==> src/rtl/nbody_step_scheduler.sv <==
// Sequences one n-body time step: clear accelerations, walk all i<j pairs, then integrate every body.
// Optional completed-step counter on STEP_COUNT is enabled by defining NBODY_STEP_COUNT_EN.
module nbody_step_scheduler #(
   parameter int MAX_BODIES = 10,
   parameter int IDX_W      = 4
) (
   input  logic              CLK,
   input  logic              RESET,
   input  logic              START,
   input  logic [31:0]       PLANET_NUM,
   output logic              CLEAR_ACCS,
   output logic              PAIR_VALID,
   output logic [IDX_W-1:0]  PAIR_I,
   output logic [IDX_W-1:0]  PAIR_J,
   input  logic              PAIR_READY,
   output logic              INT_VALID,
   output logic [IDX_W-1:0]  INT_IDX,
   input  logic              INT_READY,
   output logic              BUSY,
   output logic              DONE,
   output logic [15:0]       STEP_COUNT
);

   // One extra bit so the body count can represent MAX_BODIES itself.
   localparam int N_W = IDX_W + 1;

   typedef enum logic [2:0] {
      S_IDLE      = 3'd0,
      S_CLEAR     = 3'd1,
      S_PAIRS     = 3'd2,
      S_INTEGRATE = 3'd3,
      S_FINISH    = 3'd4,
      S_DONE_WAIT = 3'd5
   } state_t;

   state_t           state_r;
   logic [N_W-1:0]   n_r;
   logic [N_W-1:0]   n_clamp_s;
   logic [IDX_W-1:0] i_r;
   logic [IDX_W-1:0] j_r;
   logic [IDX_W-1:0] k_r;

   assign PAIR_I  = i_r;
   assign PAIR_J  = j_r;
   assign INT_IDX = k_r;

   // Clamp the requested body count against the full 32-bit register value.
   always_comb begin
      if (PLANET_NUM > 32'(MAX_BODIES)) begin
         n_clamp_s = N_W'(MAX_BODIES);
      end else begin
         n_clamp_s = PLANET_NUM[N_W-1:0];
      end
   end

   // Step sequencer with registered handshake and status outputs.
   always_ff @(posedge CLK) begin
      if (RESET) begin
         state_r    <= S_IDLE;
         n_r        <= {N_W{1'b0}};
         i_r        <= {IDX_W{1'b0}};
         j_r        <= {IDX_W{1'b0}};
         k_r        <= {IDX_W{1'b0}};
         CLEAR_ACCS <= 1'b0;
         PAIR_VALID <= 1'b0;
         INT_VALID  <= 1'b0;
         BUSY       <= 1'b0;
         DONE       <= 1'b0;
      end else begin
         case (state_r)
            S_IDLE: begin
               if (START) begin
                  n_r        <= n_clamp_s;
                  i_r        <= {IDX_W{1'b0}};
                  j_r        <= {IDX_W{1'b0}};
                  k_r        <= {IDX_W{1'b0}};
                  CLEAR_ACCS <= 1'b1;
                  BUSY       <= 1'b1;
                  state_r    <= S_CLEAR;
               end
            end
            S_CLEAR: begin
               CLEAR_ACCS <= 1'b0;
               i_r        <= {IDX_W{1'b0}};
               j_r        <= IDX_W'(1);
               k_r        <= {IDX_W{1'b0}};
               if (n_r >= N_W'(2)) begin
                  PAIR_VALID <= 1'b1;
                  state_r    <= S_PAIRS;
               end else if (n_r == N_W'(1)) begin
                  INT_VALID  <= 1'b1;
                  state_r    <= S_INTEGRATE;
               end else begin
                  state_r    <= S_FINISH;
               end
            end
            S_PAIRS: begin
               // Indices only move on an accepted pair; j restarts just above the new i.
               if (PAIR_READY) begin
                  if ({1'b0, j_r} < (n_r - N_W'(1))) begin
                     j_r <= j_r + IDX_W'(1);
                  end else if ({1'b0, i_r} < (n_r - N_W'(2))) begin
                     i_r <= i_r + IDX_W'(1);
                     j_r <= i_r + IDX_W'(2);
                  end else begin
                     PAIR_VALID <= 1'b0;
                     INT_VALID  <= 1'b1;
                     state_r    <= S_INTEGRATE;
                  end
               end
            end
            S_INTEGRATE: begin
               if (INT_READY) begin
                  if ({1'b0, k_r} == (n_r - N_W'(1))) begin
                     INT_VALID <= 1'b0;
                     state_r   <= S_FINISH;
                  end else begin
                     k_r <= k_r + IDX_W'(1);
                  end
               end
            end
            S_FINISH: begin
               BUSY    <= 1'b0;
               DONE    <= 1'b1;
               state_r <= S_DONE_WAIT;
            end
            S_DONE_WAIT: begin
               // Holding START high must not retrigger; wait for software to clear it.
               if (!START) begin
                  DONE    <= 1'b0;
                  state_r <= S_IDLE;
               end
            end
            default: begin
               state_r    <= S_IDLE;
               CLEAR_ACCS <= 1'b0;
               PAIR_VALID <= 1'b0;
               INT_VALID  <= 1'b0;
               BUSY       <= 1'b0;
               DONE       <= 1'b0;
            end
         endcase
      end
   end

`ifdef NBODY_STEP_COUNT_EN
   logic [15:0] step_cnt_r;

   // Completed-step counter, advanced once per FINISH cycle and wrapping at 16 bits.
   always_ff @(posedge CLK) begin
      if (RESET) begin
         step_cnt_r <= 16'h0000;
      end else if (state_r == S_FINISH) begin
         step_cnt_r <= step_cnt_r + 16'h0001;
      end else begin
         step_cnt_r <= step_cnt_r;
      end
   end

   assign STEP_COUNT = step_cnt_r;
`else
   assign STEP_COUNT = 16'h0000;
`endif

endmodule

==> config.mk <==
export PLATFORM = sky130hd
export DESIGN_NAME = nbody_step_scheduler
export DESIGN_NICKNAME = d
export VERILOG_FILES = /design/src/rtl/nbody_step_scheduler.sv
export SDC_FILE = /design/constraint.sdc
export NUM_CORES = 1
export LEC_CHECK = 0
export ABC_AREA = 1
export BUFFER_PORTS_ARGS = -buffer_cell sky130_fd_sc_hd__clkbuf_2
export CAP_MARGIN = 20
export CORE_UTILIZATION = 52
export DETAILED_ROUTE_END_ITERATION = 6
export GPL_ROUTABILITY_DRIVEN = 0
export PLACE_DENSITY = 0.89
export SLEW_MARGIN = 20
export SYNTH_ARGS = -nofsm -noshare
export SYNTH_HDL_FRONTEND = slang
export SYNTH_SLANG_ARGS = --single-unit
==> constraint.sdc <==
create_clock -name CLK -period 2.25 [get_ports CLK]
set_input_delay 0.45 -clock CLK [delete_from_list [all_inputs] [get_ports CLK]]
set_output_delay 0.45 -clock CLK [all_outputs]
set_load 0.01 [all_outputs]
==> results of run 1 <==
-- worst reg2reg max path, delay by kind of cell, from the launching register on --
family / cells / cell delay (ns)
and+or+nand+nor: 9 / 0.95
adders and majority gates: 2 / 0.55
DFF: 1 / 0.37
buffers and inverters: 1 / 0.08
-- power by group through the flow --
stage	combinational (mW)	clock, mW	sequential [mW]
after floorplan	1.45	0	0.703
after global routing	2.18	0.299	0.766
after CTS	1.81	0.280	0.730
after global placement	1.75	0	0.731
final	1.89	0.272	0.740
after detailed placement	1.79	0	0.739
-- stage by stage --
stage               worst slack (ns)  instances
floorplan                      0.231        360
global placement               0.158        447
detailed placement            0.0448        447
CTS                           0.0246        451
global route                  0.0291        452
finish                         0.225        452
-- per-layer routing --
layer	wire length, µm	up-vias	GRT usage (%)
li1	-	1194	-
met1	2460	1055	34.0
met2	2550	63	43.5
met3	252	8	4.33
met4	65	0	6.77
met5	0	-	0
-- timing repair --
action,4_1_cts,5_1_grt
endpoints found under the setup margin,0,13
resized for setup,0,9
setup buffers,0,0
-- flip-flops by register name, indices dropped and copies added, names as in the netlist --
name        count
INT_VALID       1
n_r             5
PAIR_VALID      1
BUSY            1
PAIR_J          4
DONE            1
PAIR_I          4
state_r         3
INT_IDX         4
CLEAR_ACCS      1
-- cell type report --
| cell class | instances | area (µm²) |
|---|---|---|
| multi-input combinational | 269 | 1580 |
| fill | 386 | 1450 |
| sequential | 25 | 502 |
| timing repair buffer | 57 | 295 |
| inverter | 47 | 186 |
| tap | 50 | 62.6 |
| clock buffer | 4 | 45.0 |
-- placed cells by master, fill, tap and decap left out, drive strengths merged --
cell type and n:
a21oi 18, o21bai 2, xor2 5, nand3b 1, clkbuf 57, nor4 7, o21ai 8, or2 2
nand4 8, a31oi 2, dfxtp 25, conb 16, ha 15, nand2 99, nand3 36, nor3 2
buf 4, inv 47, xnor2 3, nor2 44, o31ai 1
-- path summary, 6_finish.rpt --
kind / startpoint / endpoint / slack, ns / depth (start not counted)
max: n_r[1] / PAIR_J[1] / 0.23 / 12
min: PLANET_NUM[0] / n_r[0] / 0.42 / 3
max reg2reg: n_r[1] / PAIR_J[1] / 0.23 / 12
min reg2reg: INT_VALID / INT_VALID / 0.45 / 2
-- logic make-up (layout without fill, tap and decap cells) --
kind of cell,count (synthesis),count (layout),synth area share (%)
compound gates,31,31,8.18
simple gates,198,199,44.1
other cells,1,16,0.163
xor+xnor,8,8,3.05
buf+inv,67,108,14.6
fa+ha+maj,15,15,8.18
flops,25,25,21.8
==> flow_summary.json, run 1 <==
{
  "outcome": "complete, no violations",
  "final-hold-violation-count": 0,
  "clkLatencyLatePin_ns": 0.27,
  "final_nets": 455,
  "die-area_um2": 4680,
  "max_slew.worst_pin.slew_ns": 0.531,
  "utilization_pct": 64.8,
  "viasPerCell": 5.13,
  "routedWlPerCell_um": 11.8,
  "drc": 0,
  "avgSynthCellArea_um2": 6.65,
  "cts_hold_buf": 0,
  "synth.largest_area_cell": "dfxtp_1",
  "antenna_found_initial": 0,
  "synthFlopType": "dfxtp_1",
  "skew_ns": 0.00522,
  "p_leak_nw": 1.40,
  "worstPathRequired_ns": 2.43,
  "switchingPower_mw": 1.49,
  "netlist_instances": 345,
  "grt_start_max_net_pins": 15,
  "drtAntennaViolNets": 0,
  "die_w_um": 68.4,
  "cp_common_cell": "nand2_1",
  "stdcell_area_um2": 2670,
  "hpwl_um": 4200,
  "synth_top_area_share_pct": 21.8,
  "relSlewSlack_pct": 64.6,
  "p_int_mw": 1.40,
  "drive_gt1_share_pct": 27.4,
  "hp-class": "input pin to flip-flop",
  "dr.pass1.iters": 5,
  "end_kind": "flip-flop",
  "power.total_mw": 2.90,
  "vias": 2320,
  "cts_root_buf": "clkbuf_8",
  "worstPathMaxFanout": 8,
  "critPathKind": "flip-flop to flip-flop",
  "io_buffers": 53,
  "crit_path_cell_trace": "inv_2, ha_1, nand3_1, nand2_2, ha_4, nand4_1, nand2_4, nand3_2, nand3_4, nand2_1, nand2_1, nor2_1",
  "ys_ff_latch": 25,
  "ys_warn_count": 0,
  "fin_crit_sh_pct": 90.0,
  "p_per_area_nw_per_um2": 1090,
  "die_height_um": 68.4,
  "synth_edf_count": 0,
  "yosysUniqueCellTypes": 36,
  "start_util_pct": 55.8,
  "crit_buf_inv": 1,
  "clock_sinks": 25,
  "synth_common_cells": "nand2_1 (88), nor2_1 (36), inv_1 (34)",
  "slew_violations": 0,
  "crit_slowest_cell": "dfxtp_2",
  "whs_ns": 0.415,
  "slowest_delay_ns": 0.37,
  "yosys-top-cells-area": "dfxtp_1 (22%), nand2_1 (14%), ha_1 (8.2%), nand3_1 (6.8%), nor2_1 (5.9%)",
  "critPathArrivalTime_ns": 2.20,
  "grt_pass1_vias": 2095,
  "grt_pass1_wl_um": 9210,
  "clkPwrFrac_pct": 9.4,
  "seq_area_frac_synth_pct": 21.8,
  "area_delta_synth_final_pct": 16.2,
  "start_kind": "flip-flop",
  "cts_made_buffers": 3,
  "switching_share_pct": 51.5,
  "place_area_um2": 2560,
  "irDropWorstVdd_mv": 0.542,
  "coreArea_um2": 4120,
  "io_pins": 70,
  "critPathTopFamily": "simple AND/OR/NAND/NOR gates",
  "drv_cap": 0,
  "pwr-share-seq_pct": 25.5,
  "synth.most_common_cell": "nand2_1",
  "syn-cell-area_um2": 2290,
  "antenna_cells": 0,
  "setup_viol": 0,
  "clk_pin_slew_ns": 0.09,
  "grt.total_usage_pct": 25.9,
  "rsz0062_at_grt": "false",
  "cts_max_level": 1,
  "synth-async-reset-ratio_pct": 0,
  "fin_setup_tns_ns": 0,
  "num_rows": 23,
  "p_comb_share_pct": 65.1,
  "cts_tree": "done",
  "drt_iter0_markers": 149,
  "grt.overflow.total": 0,
  "clockBufferDepth": 2,
  "fin_crit_ns": 2.02,
  "max_freq_mhz": 494,
  "wirelength_um": 5320
}
No activity file was read; power rests on OpenSTA's default activity.
==> inputs of run 2 (changes only) <==
--- a/config.mk
+++ b/config.mk
@@ -10,2 +10,3 @@
 export CAP_MARGIN = 20
+export CORE_MARGIN = 2
 export CORE_UTILIZATION = 52
==> constraint.sdc (replaced) <==
create_clock -name CLK -period 2.25 [get_ports CLK]
set_input_delay 0.3375 -clock CLK [delete_from_list [all_inputs] [get_ports CLK]]
set_output_delay 0.3375 -clock CLK [all_outputs]
set_load 0.01 [all_outputs]
==> run 2 against run 1 <==
Global-route usage is 4.1 points lower. Clock power rose by 2%. Final area decreased by 1.2%. Sequential share of layout area is 0.46 points higher. Count of clock-buffer cells in the layout unchanged. Register-to-register slack worse by 0.05 ns. Die area increased by 5.9%. Sequential cell count unchanged. Sequential power hardly changed. Combinational power about the same. Clock skew increased by 0.0022 ns. Non-clock buffer count is 1 lower. Largest cell class unchanged.
==> flow_summary.json, run 2 (synthesis results as in run 1) <==
{
  "cts_root_buf": "clkbuf_8",
  "layout_common_cells": "nand2_1 (88), clkbuf_2 (53), nor2_1 (36)",
  "drc": 0,
  "reg2reg_from": "n_r[1]",
  "die_height_um": 70.4,
  "end_kind": "flip-flop",
  "clkLatencyLatePin_ns": 0.28,
  "critPathKind": "flip-flop to flip-flop",
  "grt.total_usage_pct": 21.8,
  "dr.pass1.iters": 5,
  "skew_ns": 0.00737,
  "fin_crit_sh_pct": 92.3,
  "drv_cap": 0,
  "max_freq_mhz": 482,
  "stdcell_count": 453,
  "num_rows": 24,
  "drtAntennaViolNets": 0,
  "setup_viol": 0,
  "cts_tree": "done",
  "clk_pin_slew_ns": 0.09,
  "fin_setup_tns_ns": 0,
  "drive_gt1_share_pct": 27.2,
  "viasPerCell": 5.17,
  "cts_made_buffers": 3,
  "critPathArrivalTime_ns": 2.26,
  "cts_hold_buf": 0,
  "slew_violations": 0,
  "largest_register": "n_r",
  "clock_sinks": 25,
  "r2r_end": "PAIR_J[1]",
  "antenna_cells": 0,
  "antenna_found_initial": 0,
  "area_delta_synth_final_pct": 14.8,
  "largest_reg_flops": 5,
  "grt_pass1_wl_um": 9000,
  "io_pins": 70,
  "crit_slowest_cell": "dfxtp_4",
  "rsz0062_at_grt": "false",
  "p_per_area_nw_per_um2": 1090,
  "wirelength_um": 5460,
  "min_from": "PLANET_NUM[2]",
  "die-area_um2": 4960,
  "hp-class": "input pin to flip-flop",
  "hold_end": "n_r[2]",
  "vias": 2340,
  "worstPathRequired_ns": 2.43,
  "final-hold-violation-count": 0,
  "cp_common_cell": "nand2_1",
  "coreArea_um2": 4290,
  "min_path_cells": 3,
  "p_leak_nw": 1.39,
  "crit_buf_inv": 3,
  "routedWlPerCell_um": 12.1,
  "clockBufferDepth": 2,
  "slowest_delay_ns": 0.37,
  "critPathTopFamily": "simple AND/OR/NAND/NOR gates",
  "io_buffers": 53,
  "cts_max_level": 1,
  "grt_pass1_vias": 2051,
  "final_common_cell": "nand2_1",
  "final_nets": 454,
  "relSlewSlack_pct": 66.6,
  "max_slew.worst_pin.slew_ns": 0.500,
  "drt_iter0_markers": 159,
  "outcome": "complete, no violations",
  "worstPathMaxFanout": 8,
  "hpwl_um": 4260,
  "irDropWorstVdd_mv": 0.524,
  "dp.cells": 447,
  "start_util_pct": 53.4,
  "grt_start_max_net_pins": 15,
  "die_w_um": 70.4,
  "crit_path_cell_trace": "inv_2, ha_4, nand2_1, nand2_2, inv_1, ha_1, nand2_1, nand2_1, nand3_1, nand2_1, inv_2, nand2_2, nand3_2, nand3_4, nand2_1, nand2_1, nor2_1",
  "start_kind": "flip-flop",
  "grt.overflow.total": 0,
  "fin_crit_ns": 2.08,
  "reg2reg_slack_ns": 0.17,
  "reg2reg_depth": 17
}
==> run 2: worst max-delay path by stage <==
stage           start         end  depth (start not counted)  slack, ns
2_1_floorplan  n_r[0]  state_r[2]                         14       0.23
3_3_place_gp   n_r[1]   PAIR_J[3]                         18       0.12
3_5_place_dp   n_r[1]  state_r[2]                         16       0.02
4_1_cts        n_r[1]  state_r[2]                         16       0.04
5_1_grt        n_r[1]   PAIR_J[1]                         17      0.007
6_report       n_r[1]   PAIR_J[1]                         17       0.17
==> run 2: power by group <==
group	internal (mW)	switching, mW	total, mW
sequential	0.561	0.178	0.739
combinational	0.695	1.17	1.86
clock	0.127	0.150	0.277
total	1.38	1.50	2.88
==> run 2: worst reg2reg max path, cell delays in order, from the launching register on <==
cell and delay, ns:
dfxtp_4 0.37, inv_2 0.13, ha_4 0.18, nand2_1 0.07, nand2_2 0.09, inv_1 0.05
ha_1 0.30, nand2_1 0.06, nand2_1 0.06, nand3_1 0.07, nand2_1 0.08, inv_2 0.04
nand2_2 0.11, nand3_2 0.10, nand3_4 0.11, nand2_1 0.06, nand2_1 0.05, nor2_1 0.05
==> run 2: routing by layer <==
| layer | vias up | GRT usage (%) | part of all wire, % | routed length, µm |
|---|---|---|---|---|
| li1 | 1198 | - | - | - |
| met1 | 1063 | 29.2 | 45 | 2450 |
| met2 | 74 | 37.6 | 49 | 2680 |
| met3 | 5 | 1.88 | 5.0 | 274 |
| met4 | 0 | 5.56 | 1.1 | 59 |
| met5 | - | 0 | 0 | 0 |
==> run 2: timing repair <==
item / in CTS / in global routing
setup buffers: 0 / 1
gates cloned: 1 / 0
gates resized for setup: 1 / 9
setup endpoints to repair: 1 / 13
pin swaps: 1 / 1
==> run 2: through the flow <==
step	utilization (%)	setup WS, ns	area (µm²)	total power [mW]	hold slack, ns
2_1_floorplan	-	0.231	2350	2.15	0.469
3_3_place_gp	59.4	0.120	2550	2.47	0.437
3_5_place_dp	59.4	0.0244	2550	2.53	0.443
4_1_cts	60.5	0.0387	2600	2.81	0.297
5_1_grt	61.4	0.00669	2640	3.15	0.316
6_report	61.4	0.174	2640	2.88	0.296
==> run 2: final cells by class <==
cell class	count	area, µm²
fillers	403	1660
inverters	47	186
well taps	52	65.1
clock buffers	4	45.0
multi-input cells	269	1540
repair buffers	56	288
flip-flops and latches	25	508
